## config.mk

```make
export PLATFORM = sky130hd
export DESIGN_NAME = x_top_uart_echo_host
export DESIGN_NICKNAME = d
export VERILOG_FILES = /design/src/rtl/x_top_uart_echo_host_pkg.sv /design/src/rtl/x_top_uart_echo_host_rx.sv /design/src/rtl/x_top_uart_echo_host.sv
export SDC_FILE = /design/constraint.sdc
export NUM_CORES = 1
export LEC_CHECK = 0
export ABC_CLOCK_PERIOD_IN_PS = 5800
export CAP_MARGIN = 20
export CORE_AREA = 2 2 118 120
export CTS_BUF_LIST = sky130_fd_sc_hd__clkbuf_8
export DETAILED_ROUTE_END_ITERATION = 8
export DIE_AREA = 0 0 120 122
export PLACE_DENSITY = 0.66
export SLEW_MARGIN = 20
export SYNTH_ARGS = -nofsm -noshare
export SYNTH_HDL_FRONTEND = slang
export SYNTH_SLANG_ARGS = --single-unit
```

## constraint.sdc

```tcl
create_clock -name i_clk -period 5.8 [get_ports i_clk]
set_input_delay 0.87 -clock i_clk [delete_from_list [all_inputs] [get_ports i_clk]]
set_output_delay 0.87 -clock i_clk [all_outputs]
set_load 0.02 [all_outputs]
```

## src/rtl/x_top_uart_echo_host_pkg.sv

```systemverilog
// Shared types and constants for the UART echo host.
// X_TOP_UART_ECHO_HOST_LFSR_EN switches the byte pattern from increment to LFSR.
package x_top_uart_echo_host_pkg;

  localparam int DATA_BITS  = 8;
  localparam int FRAME_BITS = 10;

  // x^8+x^6+x^5+x^4+1 as a shift-left Fibonacci tap mask
  localparam logic [7:0] LFSR_TAPS = 8'hB8;

  typedef enum logic [2:0] {
    S_IDLE,
    S_SEND,
    S_WAIT,
    S_CHECK,
    S_DONE
  } state_e;

  typedef enum logic [1:0] {
    R_HUNT,
    R_START,
    R_DATA,
    R_STOP
  } rx_state_e;

  function automatic logic [FRAME_BITS-1:0] frame_of(input logic [DATA_BITS-1:0] b);
    return {1'b1, b, 1'b0};
  endfunction

  function automatic logic [7:0] sat_inc(input logic [7:0] v);
    return (v == 8'hFF) ? v : v + 8'd1;
  endfunction

  function automatic logic [7:0] next_byte(input logic [7:0] b);
`ifdef X_TOP_UART_ECHO_HOST_LFSR_EN
    return {b[6:0], ^(b & LFSR_TAPS)};
`else
    return b + 8'd1;
`endif
  endfunction

endpackage

```

## src/rtl/x_top_uart_echo_host_rx.sv

```systemverilog
// UART receiver for the echo host: 2-flop synchronizer, start confirm at mid-bit,
// data/stop sampling at full-bit intervals. Hunts only while i_en is high.
module x_top_uart_echo_host_rx
  import x_top_uart_echo_host_pkg::*;
#(
  parameter int p_div = 16
) (
  input  logic       i_clk,
  input  logic       i_nrst,
  input  logic       i_en,
  input  logic       i_rx,
  output logic       o_start,
  output logic       o_valid,
  output logic [7:0] o_byte,
  output logic       o_stop_ok
);

  localparam int CW = $clog2(p_div + 1);
  localparam logic [CW-1:0] FULL_M1 = CW'(p_div - 1);
  localparam logic [CW-1:0] HALF_M1 = CW'(p_div / 2 - 1);

  rx_state_e       st_q;
  logic            sync1_q, sync2_q, prev_q;
  logic [CW-1:0]   cnt_q;
  logic [2:0]      bit_q;
  logic [7:0]      sh_q, byte_q;
  logic            stop_q, valid_q, start_q;

  always_ff @(posedge i_clk) begin
    if (!i_nrst) begin
      st_q    <= R_HUNT;
      sync1_q <= 1'b1;
      sync2_q <= 1'b1;
      prev_q  <= 1'b1;
      cnt_q   <= '0;
      bit_q   <= '0;
      sh_q    <= '0;
      byte_q  <= '0;
      stop_q  <= 1'b0;
      valid_q <= 1'b0;
      start_q <= 1'b0;
    end else begin
      sync1_q <= i_rx;
      sync2_q <= sync1_q;
      prev_q  <= sync2_q;
      valid_q <= 1'b0;
      start_q <= 1'b0;
      if (!i_en) begin
        st_q  <= R_HUNT;
        cnt_q <= '0;
      end else begin
        case (st_q)
          R_HUNT: begin
            if (prev_q && !sync2_q) begin
              cnt_q <= '0;
              st_q  <= R_START;
            end
          end
          R_START: begin
            // a low shorter than half a bit is a glitch, not a start
            if (cnt_q == HALF_M1) begin
              cnt_q <= '0;
              if (!sync2_q) begin
                bit_q   <= '0;
                start_q <= 1'b1;
                st_q    <= R_DATA;
              end else begin
                st_q <= R_HUNT;
              end
            end else begin
              cnt_q <= cnt_q + 1'b1;
            end
          end
          R_DATA: begin
            if (cnt_q == FULL_M1) begin
              cnt_q <= '0;
              sh_q  <= {sync2_q, sh_q[7:1]};
              bit_q <= bit_q + 1'b1;
              if (bit_q == 3'd7) st_q <= R_STOP;
            end else begin
              cnt_q <= cnt_q + 1'b1;
            end
          end
          R_STOP: begin
            if (cnt_q == FULL_M1) begin
              cnt_q   <= '0;
              byte_q  <= sh_q;
              stop_q  <= sync2_q;
              valid_q <= 1'b1;
              st_q    <= R_HUNT;
            end else begin
              cnt_q <= cnt_q + 1'b1;
            end
          end
          default: st_q <= R_HUNT;
        endcase
      end
    end
  end

  assign o_start   = start_q;
  assign o_valid   = valid_q;
  assign o_byte    = byte_q;
  assign o_stop_ok = stop_q;

endmodule

```

## src/rtl/x_top_uart_echo_host.sv

```systemverilog
// UART echo host: sends a byte run, waits for each echo, counts mismatches/timeouts.
// Define X_TOP_UART_ECHO_HOST_LFSR_EN for an LFSR byte pattern instead of increment.
module x_top_uart_echo_host
  import x_top_uart_echo_host_pkg::*;
#(
  parameter int p_clk_hz       = 1000000,
  parameter int p_baud         = 9600,
  parameter int p_timeout_bits = 20
) (
  input  logic       i_clk,
  input  logic       i_nrst,
  input  logic       i_start,
  input  logic [7:0] i_seed,
  input  logic [7:0] i_count,
  output logic       o_tx,
  input  logic       i_rx,
  output logic       o_busy,
  output logic       o_done,
  output logic       o_pass,
  output logic [7:0] o_err_cnt,
  output logic       o_timeout
);

  localparam int DIV = p_clk_hz / p_baud;
  localparam int CW  = $clog2(DIV + 1);
  localparam int TO  = p_timeout_bits * DIV;
  localparam int TW  = $clog2(TO + 1);
  localparam logic [CW-1:0] DIV_M1 = CW'(DIV - 1);
  localparam logic [TW-1:0] TO_M1  = TW'(TO - 1);

  state_e                state_q;
  logic [7:0]            cur_q, rem_q, err_q;
  logic [FRAME_BITS-1:0] tx_shift_q;
  logic [3:0]            bit_q;
  logic [CW-1:0]         baud_q;
  logic [TW-1:0]         wait_q;
  logic                  started_q, skip_q;
  logic                  tx_q, done_q, pass_q, tout_q;

  logic [7:0] seed_d, nxt_d;
  logic       rx_en, rx_start, rx_valid, rx_stop_ok;
  logic [7:0] rx_byte;

`ifdef X_TOP_UART_ECHO_HOST_LFSR_EN
  assign seed_d = (i_seed == 8'h00) ? 8'h01 : i_seed;
`else
  assign seed_d = i_seed;
`endif
  assign nxt_d = next_byte(cur_q);
  assign rx_en = (state_q == S_WAIT);

  x_top_uart_echo_host_rx #(.p_div(DIV)) u_rx (
    .i_clk     (i_clk),
    .i_nrst    (i_nrst),
    .i_en      (rx_en),
    .i_rx      (i_rx),
    .o_start   (rx_start),
    .o_valid   (rx_valid),
    .o_byte    (rx_byte),
    .o_stop_ok (rx_stop_ok)
  );

  always_ff @(posedge i_clk) begin
    if (!i_nrst) begin
      state_q    <= S_IDLE;
      cur_q      <= '0;
      rem_q      <= '0;
      err_q      <= '0;
      tx_shift_q <= '1;
      bit_q      <= '0;
      baud_q     <= '0;
      wait_q     <= '0;
      started_q  <= 1'b0;
      skip_q     <= 1'b0;
      tx_q       <= 1'b1;
      done_q     <= 1'b0;
      pass_q     <= 1'b0;
      tout_q     <= 1'b0;
    end else begin
      tx_q   <= 1'b1;
      done_q <= 1'b0;
      case (state_q)
        S_IDLE: begin
          if (i_start) begin
            cur_q      <= seed_d;
            rem_q      <= i_count;
            err_q      <= '0;
            pass_q     <= 1'b0;
            tout_q     <= 1'b0;
            tx_shift_q <= frame_of(seed_d);
            bit_q      <= '0;
            baud_q     <= '0;
            state_q    <= (i_count == 8'd0) ? S_DONE : S_SEND;
          end
        end
        S_SEND: begin
          // line lags the shift register by one cycle, so the frame starts after entry
          tx_q <= tx_shift_q[0];
          if (baud_q == DIV_M1) begin
            baud_q     <= '0;
            tx_shift_q <= {1'b1, tx_shift_q[FRAME_BITS-1:1]};
            if (bit_q == 4'(FRAME_BITS - 1)) begin
              bit_q     <= '0;
              wait_q    <= '0;
              started_q <= 1'b0;
              state_q   <= S_WAIT;
            end else begin
              bit_q <= bit_q + 1'b1;
            end
          end else begin
            baud_q <= baud_q + 1'b1;
          end
        end
        S_WAIT: begin
          if (rx_start) started_q <= 1'b1;
          if (rx_valid) begin
            skip_q  <= 1'b0;
            state_q <= S_CHECK;
          end else if (!started_q && !rx_start && wait_q == TO_M1) begin
            err_q   <= sat_inc(err_q);
            tout_q  <= 1'b1;
            skip_q  <= 1'b1;
            state_q <= S_CHECK;
          end else if (!started_q) begin
            wait_q <= wait_q + 1'b1;
          end
        end
        S_CHECK: begin
          if (!skip_q && (rx_byte != cur_q || !rx_stop_ok)) err_q <= sat_inc(err_q);
          rem_q <= rem_q - 8'd1;
          if (rem_q != 8'd1) begin
            cur_q      <= nxt_d;
            tx_shift_q <= frame_of(nxt_d);
            bit_q      <= '0;
            baud_q     <= '0;
            state_q    <= S_SEND;
          end else begin
            state_q <= S_DONE;
          end
        end
        S_DONE: begin
          done_q  <= 1'b1;
          pass_q  <= (err_q == 8'd0);
          state_q <= S_IDLE;
        end
        default: state_q <= S_IDLE;
      endcase
    end
  end

  assign o_tx      = tx_q;
  assign o_busy    = (state_q != S_IDLE);
  assign o_done    = done_q;
  assign o_pass    = pass_q;
  assign o_err_cnt = err_q;
  assign o_timeout = tout_q;

endmodule

```

==> flow_metrics.env <==
export IMPL_core_mm2=0.01350
export IMPL_holdWs_ns=0.4275
export IMPL_hp_class="flop to flop"
export IMPL_path_buf_inv=0
export IMPL_groute_usage_overall_pct=17.54
export IMPL_r2r_end="wait_q[3]"
export IMPL_final_common_cell="dfxtp_1"
export IMPL_final_hold_violation_count=0
export IMPL_post_cts_resized=0
export IMPL_rows=43
export IMPL_p_leak_nw=2.145
export IMPL_drt_iter0_markers=386
export IMPL_ir_drop_mv=0.1462
export IMPL_endpoint_kind="flop"
export IMPL_dp_hpwl_um=8690
export IMPL_drt_wirelength_per_cell_um=15.59
export IMPL_path_clk_slew_ns=0.10
export IMPL_fp_dieArea_mm2=0.01464
export IMPL_synth_area_mm2=0.005229
export IMPL_finalSetupTns_ns=0
export IMPL_fin_worst_skew_ns=0.008445
export IMPL_antenna_cells=0
export IMPL_htree_levels=3
export IMPL_hold_depth=1
export IMPL_syn_inst=609
export IMPL_drc=0
export IMPL_ys_warnings_count=0
export IMPL_min_period_over_period_pct=54.06
export IMPL_root_buffer="clkbuf_8"
export IMPL_via_per_inst=5.729
export IMPL_maxCapViolCount=0
export IMPL_final_nets=650
export IMPL_numPortBuffers=32
export IMPL_cellPowerDensity_mw_per_mm2=335.9
export IMPL_die_x_um=120
export IMPL_final_area_mm2=0.005796
export IMPL_drtAntennaViolNets=0
export IMPL_grt_max_degree=49
export IMPL_cts_tree="yes"
export IMPL_clk_latency_ns=0.39
export IMPL_ff2ff_setup_slack_ns=2.66
export IMPL_maxSlewViolCount=0
export IMPL_start_util_pct=38.72
export IMPL_rsz0062_at_grt="false"
export IMPL_cts_hold_fix_buffers=0
export IMPL_gp_congestion=0.8278
export IMPL_slowest_stage="dfxtp_1"
export IMPL_clock_sinks=99
export IMPL_final_cell_mix="dfxtp_1 (99), nor2_1 (80), nand2_1 (38)"
export IMPL_wirelength_um=12520
export IMPL_crit_family="simple AND/OR/NAND/NOR gates"
export IMPL_cp_arrival_ns=3.43
export IMPL_place_area_mm2=0.005615
export IMPL_cts_max_path_buffers=2
export IMPL_synth_ff_latch_count=99
export IMPL_tightest_slew_ns=1.039
export IMPL_ys_types=78
export IMPL_area_growth_pct=10.84
export IMPL_synth_area_per_cell_um2=8.586
export IMPL_cp_max_fo=25
export IMPL_min_to="u_rx.sync2_q"
export IMPL_critPathMaxStageDelay_ns=1.02
export IMPL_synth_flop_cell="dfxtp_1"
export IMPL_num_vias=4600
export IMPL_setup_violations=0
export IMPL_status="finished clean"
export IMPL_seq_area_frac_synth_pct=37.90
export IMPL_post_cts_buffers=0
export IMPL_grt_pass1_wl_um=21130
export IMPL_cp_required_ns=6.09
export IMPL_synth_nets=641
export IMPL_antenna_found_initial=0
export IMPL_min_period_ns=3.136
export IMPL_path_class="flop to flop"
export IMPL_drtPass1Iterations=5
export IMPL_r2r_worst_path_cells=4
export IMPL_crit_path_start_kind="flop"
export IMPL_cp_cell_sequence="nor2b_1 > nand2_1 > or3_4 > o41ai_1"
export IMPL_slew_headroom_pct=30.66
export IMPL_drive_gt1_share_pct=6.581
export IMPL_ios=33
export IMPL_reg2reg_from="state_q[1]"
export IMPL_grt_ovfl_total=0
export IMPL_first_global_vias=4377
export IMPL_fmax_mhz=318.9
export IMPL_async_reset_ff_share_pct=0
export IMPL_chipHeight_um=122
export IMPL_hold_path_startpoint="u_rx.sync1_q"
export IMPL_synth_edf_count=0
export IMPL_numCtsBuffers=9
-- metrics by stage --
stage,setup WS [ns],total power [mW],std cells,util [%]
after floorplan,3.737,1.377,609,-
after global placement,2.384,1.510,787,41.58
after detailed placement,2.371,1.532,787,41.58
after CTS,2.700,1.951,803,42.92
after global routing,2.343,2.073,803,42.92
final,2.664,1.947,803,42.92
-- cells in the mapped netlist, types with 7 or more instances --
cell	count	share of area [%]
dfxtp_1	99	38
nor2_1	80	5.7
nand2_1	38	2.7
a21oi_1	34	3.3
o21ai_0	28	2.7
nand3_1	23	2.2
mux2i_1	22	4.2
clkbuf_1	19	1.4
inv_1	16	1.1
nor3_1	16	1.5
xor2_1	16	2.7
a211oi_1	12	1.7
and3_1	12	1.4
ha_1	12	2.9
o311ai_0	11	1.8
a31oi_1	9	1.1
buf_2	9	0.86
or3_1	9	1.1
nand4_1	8	0.96
nand2b_1	7	0.84
nor4_1	7	0.84
xnor2_1	7	1.2
-- worst register-to-register path, cell delays in order, from the launching register on --
cell and delay (ns):
dfxtp_1 1.02, nor2b_1 0.55, nand2_1 0.53, or3_4 0.61
o41ai_1 0.33
-- cells by family (layout without fill, tap and decap cells) --
family,after synthesis,count (layout),share of synthesized area [%]
and+or+nand+nor,243,243,24.53
adders and majority gates,12,12,2.871
buffers and inverters,53,67,4.546
AOI/OAI and AO/OA,155,155,21.44
xor gates and xnor gates,23,23,3.853
DFF,99,99,37.90
muxes,24,24,4.858
-- worst max-delay path by stage --
stage | cells past startpoint | start | slack, ns | to
6_report | 4 | state_q[1] | 2.66 | wait_q[3]
5_1_grt | 4 | state_q[1] | 2.34 | wait_q[3]
4_1_cts | 2 | state_q[1] | 2.70 | o_busy
3_5_place_dp | 6 | i_nrst | 2.37 | wait_q[5]
3_3_place_gp | 6 | i_nrst | 2.38 | wait_q[5]
2_1_floorplan | 3 | state_q[1] | 3.74 | o_busy
-- layer usage --
layer / share of wire (%) / global-route usage [%] / vias to the layer above
met5: 0 / 0 / -
met4: 1.3 / 5.147 / 0
met3: 4.3 / 4.213 / 16
met2: 47 / 29.05 / 112
met1: 47 / 22.73 / 2211
li1: - / - / 2261
-- power breakdown --
part           total, mW  internal (mW)  switching [mW]
Clock              0.420          0.168           0.253
Combinational      0.664          0.243           0.421
Sequential         0.863          0.747           0.116
-- registers in the layout (all words and copies together) (netlist names), 3 cells and up, named ones only --
name	flops
baud_q	7
bit_q	4
cur_q	8
o_err_cnt	8
rem_q	8
state_q	3
tx_shift_q	9
u_rx.bit_q	3
u_rx.cnt_q	7
u_rx.o_byte	8
u_rx.sh_q	8
wait_q	12
-- area by class of cell --
cell class | instances | area (um^2)
Clock buffer | 10 | 137.6
Timing Repair Buffer | 34 | 335.3
Sequential cell | 99 | 1982
Inverter | 17 | 63.81
Clock inverter | 6 | 42.54
Fill cell | 1360 | 7709
Multi-Input combinational cell | 457 | 3009
Tap cell | 180 | 225.2
Note: power is estimated with default switching activity, not from simulation.
